File: config.mk
export PLATFORM = sky130hd
export DESIGN_NAME = posit_reduce_es3
export DESIGN_NICKNAME = d
export VERILOG_FILES = /design/src/rtl/posit_defines_es3.sv /design/src/rtl/posit_reduce_pair_sel.sv /design/src/rtl/posit_reduce_es3.sv
export SDC_FILE = /design/constraint.sdc
export NUM_CORES = 1
export LEC_CHECK = 0
export BUFFER_PORTS_ARGS = -buffer_cell sky130_fd_sc_hd__buf_2
export CORE_MARGIN = 5
export CORE_UTILIZATION = 35
export CTS_BUF_LIST = sky130_fd_sc_hd__clkbuf_4
export DETAILED_ROUTE_END_ITERATION = 16
export PLACE_DENSITY = 0.62
export SYNTH_ARGS = -nofsm -noshare
export SYNTH_HDL_FRONTEND = slang
export SYNTH_SLANG_ARGS = --single-unit
File: constraint.sdc
create_clock -name clk -period 3.5 [get_ports clk]
set_input_delay 0.35 -clock clk [delete_from_list [all_inputs] [get_ports clk]]
set_output_delay 0.35 -clock clk [all_outputs]
set_load 0.02 [all_outputs]
File: src/rtl/posit_defines_es3.sv
// posit_defines_es3: shared es3 posit constants and reduction sequencer state type.
package posit_defines_es3;
  localparam int NBITS = 8;
  localparam logic [NBITS-1:0] POSIT_NAR = 8'h80;
  typedef enum logic [1:0] {FLUSH, RUN, DRAIN, OUT} reduce_state_t;
endpackage

File: src/rtl/posit_reduce_pair_sel.sv
// posit_reduce_pair_sel: pairs adder results, inputs and the pending operand into issues.
module posit_reduce_pair_sel (
  input  logic        run,
  input  logic        r_valid,
  input  logic [31:0] r_data,
  input  logic        i_valid,
  input  logic [31:0] i_data,
  input  logic        pend_valid,
  input  logic [31:0] pend_data,
  output logic        in_ready,
  output logic        issue,
  output logic [31:0] op1,
  output logic [31:0] op2,
  output logic        pend_valid_nx,
  output logic [31:0] pend_data_nx
);
  logic acc;
  always_comb begin
    in_ready = run & ~(r_valid & pend_valid);
    acc = i_valid & in_ready;
    issue = (r_valid | acc) & (pend_valid | (r_valid & acc));
    op1 = pend_valid ? pend_data : r_data;
    op2 = acc ? i_data : r_data;
    // a lone source toggles pend occupancy; two sources pair with each other
    pend_valid_nx = (r_valid ^ acc) ? ~pend_valid : pend_valid;
    pend_data_nx = ((r_valid ^ acc) & ~pend_valid) ? (r_valid ? r_data : i_data) : pend_data;
  end
endmodule

File: src/rtl/posit_reduce_es3.sv
// posit_reduce_es3: reduces a posit es3 stream to one sum via a pipelined external adder.
// Define POSIT_REDUCE_COUNT_EN to add the out_count element counter port.
module posit_reduce_es3
  import posit_defines_es3::*;
#(
  parameter int ADD_LATENCY = 8
) (
  input  logic        clk,
  input  logic        reset,
  input  logic        in_valid,
  output logic        in_ready,
  input  logic [31:0] in_data,
  input  logic        in_last,
  output logic        out_valid,
  input  logic        out_ready,
  output logic [31:0] out_data,
  output logic        out_inf,
  output logic [31:0] add_in1,
  output logic [31:0] add_in2,
  output logic        add_start,
  input  logic [31:0] add_result,
  input  logic        add_done,
  input  logic        add_inf
`ifdef POSIT_REDUCE_COUNT_EN
  , output logic [15:0] out_count
`endif
);
  localparam int FW = $clog2(ADD_LATENCY + 1);
  localparam int IW = $clog2(ADD_LATENCY + 2) + 1;
  reduce_state_t state_q, state_d;
  logic [FW-1:0] flush_q, flush_d;
  logic [IW-1:0] inflight_q, inflight_d;
  logic pend_valid_q, pend_valid_d, pend_valid_nx;
  logic [31:0] pend_q, pend_d, pend_nx, op1, op2;
  logic out_valid_q, out_valid_d, out_inf_q, out_inf_d, add_start_q, add_start_d;
  logic [31:0] out_data_q, out_data_d, add_in1_q, add_in1_d, add_in2_q, add_in2_d;
  logic r, acc, issue;
  // adder output is meaningless until the unreset pipeline has flushed
  assign r = add_done & (state_q == RUN || state_q == DRAIN);
  assign acc = in_valid & in_ready;
  posit_reduce_pair_sel u_sel (
    .run(state_q == RUN),
    .r_valid(r),
    .r_data(add_result),
    .i_valid(in_valid),
    .i_data(in_data),
    .pend_valid(pend_valid_q),
    .pend_data(pend_q),
    .in_ready(in_ready),
    .issue(issue),
    .op1(op1),
    .op2(op2),
    .pend_valid_nx(pend_valid_nx),
    .pend_data_nx(pend_nx)
  );
  always_comb begin
    state_d = state_q;
    flush_d = '0;
    inflight_d = inflight_q + IW'(issue) - IW'(r);
    pend_valid_d = pend_valid_nx;
    pend_d = pend_nx;
    out_valid_d = out_valid_q;
    out_data_d = out_data_q;
    out_inf_d = out_inf_q | (r & add_inf) | (acc & (in_data == 32'(POSIT_NAR)));
    add_start_d = issue;
    add_in1_d = issue ? op1 : add_in1_q;
    add_in2_d = issue ? op2 : add_in2_q;
    case (state_q)
      FLUSH: begin
        flush_d = flush_q + 1'b1;
        if (flush_q == FW'(ADD_LATENCY)) state_d = RUN;
      end
      RUN: if (acc & in_last) state_d = DRAIN;
      DRAIN: if (inflight_q == '0 && !r && !issue) begin
        state_d = OUT;
        out_valid_d = 1'b1;
        out_data_d = pend_q;
        pend_valid_d = 1'b0;
        pend_d = '0;
      end
      OUT: if (out_ready) begin
        state_d = RUN;
        out_valid_d = 1'b0;
        out_inf_d = 1'b0;
      end
      default: ;
    endcase
  end
  always_ff @(posedge clk) begin
    if (reset) begin
      state_q <= FLUSH;
      flush_q <= '0;
      inflight_q <= '0;
      pend_valid_q <= 1'b0;
      pend_q <= '0;
      out_valid_q <= 1'b0;
      out_data_q <= '0;
      out_inf_q <= 1'b0;
      add_start_q <= 1'b0;
      add_in1_q <= '0;
      add_in2_q <= '0;
    end else begin
      state_q <= state_d;
      flush_q <= flush_d;
      inflight_q <= inflight_d;
      pend_valid_q <= pend_valid_d;
      pend_q <= pend_d;
      out_valid_q <= out_valid_d;
      out_data_q <= out_data_d;
      out_inf_q <= out_inf_d;
      add_start_q <= add_start_d;
      add_in1_q <= add_in1_d;
      add_in2_q <= add_in2_d;
    end
  end
  assign out_valid = out_valid_q;
  assign out_data = out_data_q;
  assign out_inf = out_inf_q;
  assign add_start = add_start_q;
  assign add_in1 = add_in1_q;
  assign add_in2 = add_in2_q;
`ifdef POSIT_REDUCE_COUNT_EN
  logic [15:0] cnt_q, cnt_d;
  always_comb begin
    cnt_d = (state_q == OUT && out_ready) ? '0 : (acc && cnt_q != 16'hFFFF) ? cnt_q + 1'b1 : cnt_q;
  end
  always_ff @(posedge clk) begin
    if (reset) cnt_q <= '0;
    else cnt_q <= cnt_d;
  end
  assign out_count = cnt_q;
`endif
endmodule

==> results of run 1 <==
timing repair:
| action | 4_1_cts | 5_1_grt |
|---|---|---|
| endpoints found under the hold margin | 1 | 0 |
| hold buffers | 1 | 0 |
| setup buffers | 0 | 0 |
sequential cells by signal, indices dropped and copies added, names as in the netlist:
signal	flops
add_in1	32
add_start	1
out_data	32
out_inf	1
flush_q	4
add_in2	32
out_valid	1
inflight_q	5
state_q	2
pend_valid_q	1
pend_q	32
worst max-delay path, delay by kind of cell, from the launching register on:
kind / cells / cell delay (ps)
buffers and inverters: 4 / 240
AND/OR/NAND/NOR: 4 / 530
AO/OA/AOI/OAI: 2 / 240
adder cells (fa/ha/maj): 5 / 1640
flip-flops: 1 / 410
routing by layer:
metal / vias to the layer above / global-route usage / routed length [µm]
met4: 2 / 0.0476 / 184
met1: 2641 / 0.232 / 8300
li1: 2869 / - / -
met2: 192 / 0.292 / 8580
met3: 22 / 0.0542 / 1390
met5: - / 0 / 13
cell families after synthesis:
family / after synthesis
flops: 143
simple gates: 363
mux: 65
fa+ha+maj: 16
buf+inv: 79
compound gates: 77
xor+xnor: 4
final cells by class:
type / instances / area share
Tap cell: 229 / 0.0375
Timing Repair Buffer: 183 / 0.130
Inverter: 17 / 0.00835
Sequential cell: 143 / 0.375
Multi-Input combinational cell: 525 / 0.416
Clock inverter: 13 / 0.0162
Clock buffer: 18 / 0.0177
layout by cell type, fill, tap and decap left out, drive strengths merged, types with 3 or more instances in the layout:
cell / count
a21oi: 36
a311oi: 32
buf: 182
clkbuf: 18
clkinv: 8
clkinvlp: 3
dfxtp: 143
ha: 14
inv: 17
mux2i: 65
nand2: 65
nand2b: 4
nand3: 4
nand4: 5
nor2: 137
nor2b: 35
nor3: 65
nor4: 39
worst min-delay path by stage:
stage | start | to | slack, ps | depth (start not counted)
6_report | add_result[4] | pend_q[4]$_SDFF_PP0_ | 80 | 3
5_1_grt | add_result[13] | pend_q[13]$_SDFF_PP0_ | 20 | 3
4_1_cts | add_result[4] | pend_q[4]$_SDFF_PP0_ | 20 | 3
3_5_place_dp | flush_q[0]$_SDFF_PP0_ | flush_q[0]$_SDFF_PP0_ | 450 | 1
3_3_place_gp | flush_q[0]$_SDFF_PP0_ | flush_q[0]$_SDFF_PP0_ | 450 | 1
2_1_floorplan | flush_q[0]$_SDFF_PP0_ | flush_q[0]$_SDFF_PP0_ | 430 | 1
power by group through the flow:
stage	logic (µW)	registers [µW]	clock network, µW
finish	759	1820	1010
global route	860	1840	1140
CTS	770	1820	1060
detailed placement	764	1860	0
global placement	753	1860	0
floorplan	541	1850	0
per-stage QoR:
stage / cell area (µm²) / util / hold slack [ps] / setup slack [ps] / power (µW)
floorplan: 6350 / - / 430 / 391 / 2390
global placement: 7370 / 0.412 / 446 / 405 / 2610
detailed placement: 7370 / 0.412 / 454 / 320 / 2620
CTS: 7640 / 0.427 / 23.9 / 288 / 3650
global route: 7640 / 0.427 / 18.6 / 80.9 / 3840
finish: 7640 / 0.427 / 81.8 / 297 / 3600
==> reports/results.ini, run 1 <==
[status]
outcome=complete, no violations

[logic_synthesis]
muxShareOfSynthArea=0.103
synth_top_family_by_area=simple AND/OR/NAND/NOR gates
synthTopCellsByArea=dfxtp_1, mux2i_1, nor2_1
syn_area_um2=6350
synth_seq_area_share=0.451
ys_types=41
synth_nets=834
synth_edf_count=0
ys_ff_latch=143
synthAdderAreaFrac=0.0339
synthCells=747
yosys-top-cells-count=dfxtp_1, nor2_1, mux2i_1, nand2_1, nor3_1
ys.flop_type=dfxtp_1
async_flop_share=0
yosysMostFrequentCell=dfxtp_1
yosys_warnings=0
synth-compound-area-share=0.0848
netlist.area_leader.share=0.451
synthXorXnorAreaFrac=0.00552
synth_top_cell_by_area=dfxtp_1
synth-simple-area-share=0.270
syn_avg_cell_area_um2=8.50

[route]
drtIter0Drc=259
antenna_left=0
num_vias=5726
drc=0
wl_um=18500
viasPerCell=5.08
drtPass1Iterations=5
post_drt_wl_per_cell_um=16.4

[placed_design]
place.gp.congestion=0.816
port_buffers=170
dp_hpwl_um=12500
dp.cells=1096

[timing]
tns_ps=0
skew_ps=15.9
max_clock_freq_mhz=312
final.min_clock_period_ps=3200
rsz0062_at_grt=false
finalHoldViolCount=0
worstMarginPinSlew_ps=943
period_share=0.915
setup_violations=0
relSlewSlack=0.371
timing_max_transition_violations_final=0

[clock_tree]
clk_pin_slew_ps=130
root_buffer=clkbuf_4
cts-resized-gates=0
cts_buffers=17
htree_levels=4
tritoncts=built
clk_latency_ps=540
numClockSinks=143
cts.path.max_buffers=2

[pwr]
sequentialPowerShare=0.507
p_clk_frac=0.282
peakVddDrop_uv=199
p_leak_uw=0.00335
p_sw_frac=0.314
p_int_uw=2470
p_comb_frac=0.211
power.switching_uw=1130
power.density_nw_per_um2=471

[die]
floorplan.core_area_um2=17900
fp.dieH_um=145
initial_core_util=0.354
pin_count=171
die-width_um=145
rows=49
dieArea_um2=20900

[final_layout]
seqCellArea_um2=2860
antenna_cells=0
drive_gt1_frac=0.249
syn_to_final_growth_pct=20.4
nets=974
stdcell_count=1128
multiInputGateArea_um2=3180
final.fill_count=1859

[grt]
track_usage=0.179
grt_remaining_overflow=0
antenna_found_initial=1
grt_max_degree=162
grt_pass1_wl_um=29400
grt_pass1_vias=5479

[critical_path]
reg2regPathDepth=15
cp-end-kind=flop
required_ps=3890
setup.worst_path.end=inflight_q[4]$_SDFF_PP0_
reg2reg_from=state_q[0]$_SDFFE_PP0P_
worstPathMaxFanout=4
critPathLaunch=state_q[0]$_SDFFE_PP0P_
rr_endpoint=inflight_q[4]$_SDFF_PP0_
crit_type=flop to flop
arrival_ps=3600
cp_slowest_cell=fa_4
max_stage_delay_ps=460
startpoint_type=flop
crit_chain=inv_1 -> ha_1 -> nand3_2 -> and3_2 -> inv_2 -> fa_4 -> ha_1 -> inv_1 -> ha_1 -> inv_1 -> fa_1 -> nor2b_1 -> o21bai_1 -> a21oi_1 -> nor3b_1
regToRegSetupSlack_ps=300

[min_path]
hold_path_class=input pin to flop

[flow_run]
drv_cap=0

Power figures use the tool's default switching activity.
==> run 2: changes to the inputs <==
CORE_ASPECT_RATIO = 1.25   (was default)
HOLD_SLACK_MARGIN = 0.06   (was default)
==> reports/results.ini, run 2 (synthesis gave the netlist of run 1 again) <==
[grt]
track_usage=0.184
grt_remaining_overflow=0
grt_pass1_vias=5888
antenna_found_initial=1
grt_pass1_wl_um=30500
grt_max_degree=134

[pwr]
p_leak_uw=0.00368
peakVddDrop_uv=194
power.density_nw_per_um2=454

[clock_tree]
root_buffer=clkbuf_4
cts.path.max_buffers=2
tritoncts=built
cts_buffers=17
clk_pin_slew_ps=130
numClockSinks=143
htree_levels=4
clk_latency_ps=540

[final_layout]
final.fill_count=1771
drive_gt1_frac=0.238
multiInputGateArea_um2=3180
layout_common_cells=buf_2, dfxtp_1, nor2_1
nets=1042
syn_to_final_growth_pct=31.9
seqCellArea_um2=2860
stdcell_area_um2=8370
final_common_cell=buf_2

[placed_design]
dpl_cell_area_um2=7400
dp_slack_ps=351
place.gp.congestion=0.751
port_buffers=170
dp_hpwl_um=12700

[critical_path]
critPathLaunch=state_q[0]$_SDFFE_PP0P_
reg2reg_from=state_q[0]$_SDFFE_PP0P_
critical-path-top-delay-family=simple AND/OR/NAND/NOR gates
cp-end-kind=flop
cp_slowest_cell=dlygate4sd3_1
reg2regPathDepth=11
crit_chain=inv_1 -> ha_1 -> nand3_2 -> and3_2 -> inv_2 -> fa_4 -> nor4b_4 -> nand4_4 -> nand2b_4 -> a311oi_1 -> dlygate4sd3_1
worst-path-stages=11
crit_type=flop to flop
required_ps=3940
arrival_ps=3730
worstPathMaxFanout=15
startpoint_type=flop
max_stage_delay_ps=560
path_buf_inv=3

[timing]
finalHoldViolCount=0
timing_max_transition_violations_final=0
setup_violations=0
tns_ps=0
skew_ps=20.0
worstMarginPinSlew_ps=810
period_share=0.941
max_clock_freq_mhz=304
relSlewSlack=0.460
fin_hold_ws_ps=165
setup_slack_ps=207
rsz0062_at_grt=false
final.min_clock_period_ps=3290

[die]
initial_core_util=0.353
fp.dieH_um=161
rows=55
dieArea_um2=20900
pin_count=171
floorplan.core_area_um2=18000
die-width_um=130

[flow_run]
drv_cap=0

[min_path]
hp-start=add_inf
hold_path_class=input pin to flop
min_path_cells=3

[status]
outcome=complete, no violations

[route]
drtPass1Iterations=4
viasPerCell=5.00
antenna_left=0
num_vias=5986
drc=0
post_drt_wl_per_cell_um=16.0
drtIter0Drc=261
wl_um=19100

==> run 2: changes by cell type in the layout (fill, tap and decap cells not counted), sizes merged <==
| cell | before | now |
|---|---|---|
| diode | 0 | 1 |
| clkinv | 8 | 5 |
| buf | 182 | 186 |
| bufinv | 2 | 3 |
| clkinvlp | 3 | 4 |
| dlygate4sd3 | 1 | 65 |
| inv | 17 | 19 |
==> run 2: routing by layer <==
layer / wire (µm) / part of all wire / vias up / GRT usage
li1: - / - / 3018 / -
met4: 459 / 0.024 / 0 / 0.0706
met1: 8170 / 0.43 / 2782 / 0.221
met3: 1090 / 0.057 / 30 / 0.0396
met2: 9430 / 0.49 / 156 / 0.317
met5: 0 / 0 / - / 0
==> run 2: cell type report <==
cell class / instances / area share
tap: 228 / 0.0341
inverter: 17 / 0.00762
clock inverter: 14 / 0.0197
sequential: 143 / 0.342
clock buffer: 18 / 0.0161
antenna: 1 / 0.000299
timing repair buffer: 251 / 0.200
multi-input combinational: 525 / 0.380
==> run 2: what timing repair did <==
action	4_1_cts	5_1_grt
endpoints found under the setup margin	0	9
gates resized for setup	0	1
buffers inserted	0	2
hold endpoints to repair	33	0
hold buffers	65	0
==> run 2: where the power goes <==
part / switching, µW / internal, µW / leakage, µW
registers: 82.7 / 1740 / 0.00115
clock network: 635 / 501 / 0.000152
logic: 456 / 387 / 0.00238
==> run 2: path summary, 6_finish.rpt <==
check / to / slack (ps)
setup / recovery: pend_q[6]$_SDFF_PP0_ / 210
setup reg to reg: pend_q[6]$_SDFF_PP0_ / 210
hold / removal: out_inf$_SDFF_PP0_ / 160
hold reg to reg: flush_q[0]$_SDFF_PP0_ / 470
==> run 2: worst reg2reg max path, stage by stage (launching register included) <==
cell and delay (ps):
dfxtp_1 410, inv_1 80, ha_1 320, nand3_2 90
and3_2 240, inv_2 60, fa_4 270, nor4b_4 340
nand4_4 380, nand2b_4 360, a311oi_1 80, dlygate4sd3_1 560
==> run 2: through the flow <==
step           utilization  std cells  total power, µW
2_1_floorplan            -        747             2390
3_3_place_gp         0.412       1097             2620
3_5_place_dp         0.412       1097             2630
4_1_cts              0.465       1194             3850
5_1_grt              0.466       1197             4020
6_report             0.466       1197             3800
==> run 3: changes to the inputs <==
==> constraint.sdc (replaced) <==
create_clock -name clk -period 3.5 [get_ports clk]
set_input_delay 1.05 -clock clk [delete_from_list [all_inputs] [get_ports clk]]
set_output_delay 1.05 -clock clk [all_outputs]
set_load 0.02 [all_outputs]
==> reports/results.ini, run 3 (synthesis gave the netlist of run 1 again) <==
[timing]
relSlewSlack=0.572
tns_ps=0
skew_ps=20.1
period_share=0.900
worstMarginPinSlew_ps=642
rsz0062_at_grt=false
timing_max_transition_violations_final=0
fin_hold_ws_ps=474
max_clock_freq_mhz=317
final.min_clock_period_ps=3150
finalHoldViolCount=0
setup_slack_ps=349
setup_violations=0

[critical_path]
worstPathMaxFanout=4
cp-end-kind=flop
required_ps=3900
crit_type=flop to flop
arrival_ps=3550
critPathLaunch=state_q[0]$_SDFFE_PP0P_
reg2reg_from=state_q[0]$_SDFFE_PP0P_
startpoint_type=flop

[clock_tree]
tritoncts=built
cts_hold_repair.buffers=0
cts.path.max_buffers=2
root_buffer=clkbuf_4
post_cts_buffers=0
clk_pin_slew_ps=120
cts_buffers=17
htree_levels=4
cts-resized-gates=0
clk_latency_ps=530
numClockSinks=143

[grt]
grt_remaining_overflow=0
grt_pass1_vias=5579
grt_max_degree=135
antenna_found_initial=2
track_usage=0.179
grt_pass1_wl_um=29500

[route]
drtPass1Iterations=4
antenna_left=0
wl_um=18600
post_drt_wl_per_cell_um=16.5
viasPerCell=5.05
drtIter0Drc=233
drc=0
num_vias=5697

[die]
fp.dieH_um=161
dieArea_um2=20900
initial_core_util=0.353
die-width_um=130
floorplan.core_area_um2=18000
pin_count=171
rows=55

[pwr]
p_clk_frac=0.287
power.density_nw_per_um2=473
p_sw_frac=0.312
p_leak_uw=0.00337
p_int_uw=2500
sequentialPowerShare=0.501
power.switching_uw=1140
p_comb_frac=0.212
peakVddDrop_uv=236

[final_layout]
final_common_cell=buf_2
layout_common_cells=buf_2, dfxtp_1, nor2_1
drive_gt1_frac=0.251
syn_to_final_growth_pct=20.9
final.fill_count=1863
nets=974

[placed_design]
place.gp.congestion=0.765
dp_slack_ps=15.7
dp_hpwl_um=12300
port_buffers=170

[min_path]
hp-start=flush_q[0]$_SDFF_PP0_
hold_path_class=flop to flop

[status]
outcome=complete, no violations

[flow_run]
drv_cap=0

## run 3: power groups by stage
| stage | clock network [µW] | logic (µW) | registers [µW] |
|---|---|---|---|
| after global routing | 1170 | 862 | 1830 |
| after floorplan | 0 | 541 | 1850 |
| after detailed placement | 0 | 776 | 1860 |
| final | 1040 | 770 | 1820 |
| after CTS | 1090 | 780 | 1820 |
| after global placement | 0 | 762 | 1860 |
## run 3: metrics by stage
step | std cells | util | total power [µW] | cell area, µm²
CTS | 1128 | 0.427 | 3690 | 7670
detailed placement | 1096 | 0.412 | 2630 | 7400
finish | 1129 | 0.427 | 3630 | 7670
global placement | 1096 | 0.412 | 2620 | 7400
global route | 1129 | 0.427 | 3860 | 7670
floorplan | 747 | - | 2390 | 6350
## run 3: worst paths after layout
path,depth (start not counted),endpoint,slack (ps)
setup / recovery,15,inflight_q[4]$_SDFF_PP0_,350
hold / removal,1,flush_q[0]$_SDFF_PP0_,470
setup reg to reg,15,inflight_q[4]$_SDFF_PP0_,350
hold reg to reg,1,flush_q[0]$_SDFF_PP0_,470
## run 3: worst max-delay path: stages, from the launching register on
cell	delay, ps
dfxtp_1	400
inv_1	80
ha_1	340
nand3_2	100
and3_2	200
inv_2	50
fa_4	430
ha_1	300
inv_1	50
ha_1	160
inv_1	60
fa_1	370
nor2b_1	160
o21bai_1	100
a21oi_1	160
nor3b_1	60
## run 3: routing by layer
metal,vias up,track usage,wire [µm]
li1,2869,-,-
met1,2677,0.215,8010
met2,135,0.310,9280
met3,14,0.0479,1050
met4,2,0.0543,257
met5,-,0,7
## run 3: area by class of cell
cell class,instances,area [µm²],area share
multi-input cells,525,3180,0.414
flip-flops and latches,143,2860,0.373
repair buffers,183,1010,0.132
well taps,228,285,0.0372
clock buffers,20,150,0.0196
clock inverters,12,120,0.0157
inverters,17,63.8,0.00831
diodes,1,2.50,0.000326
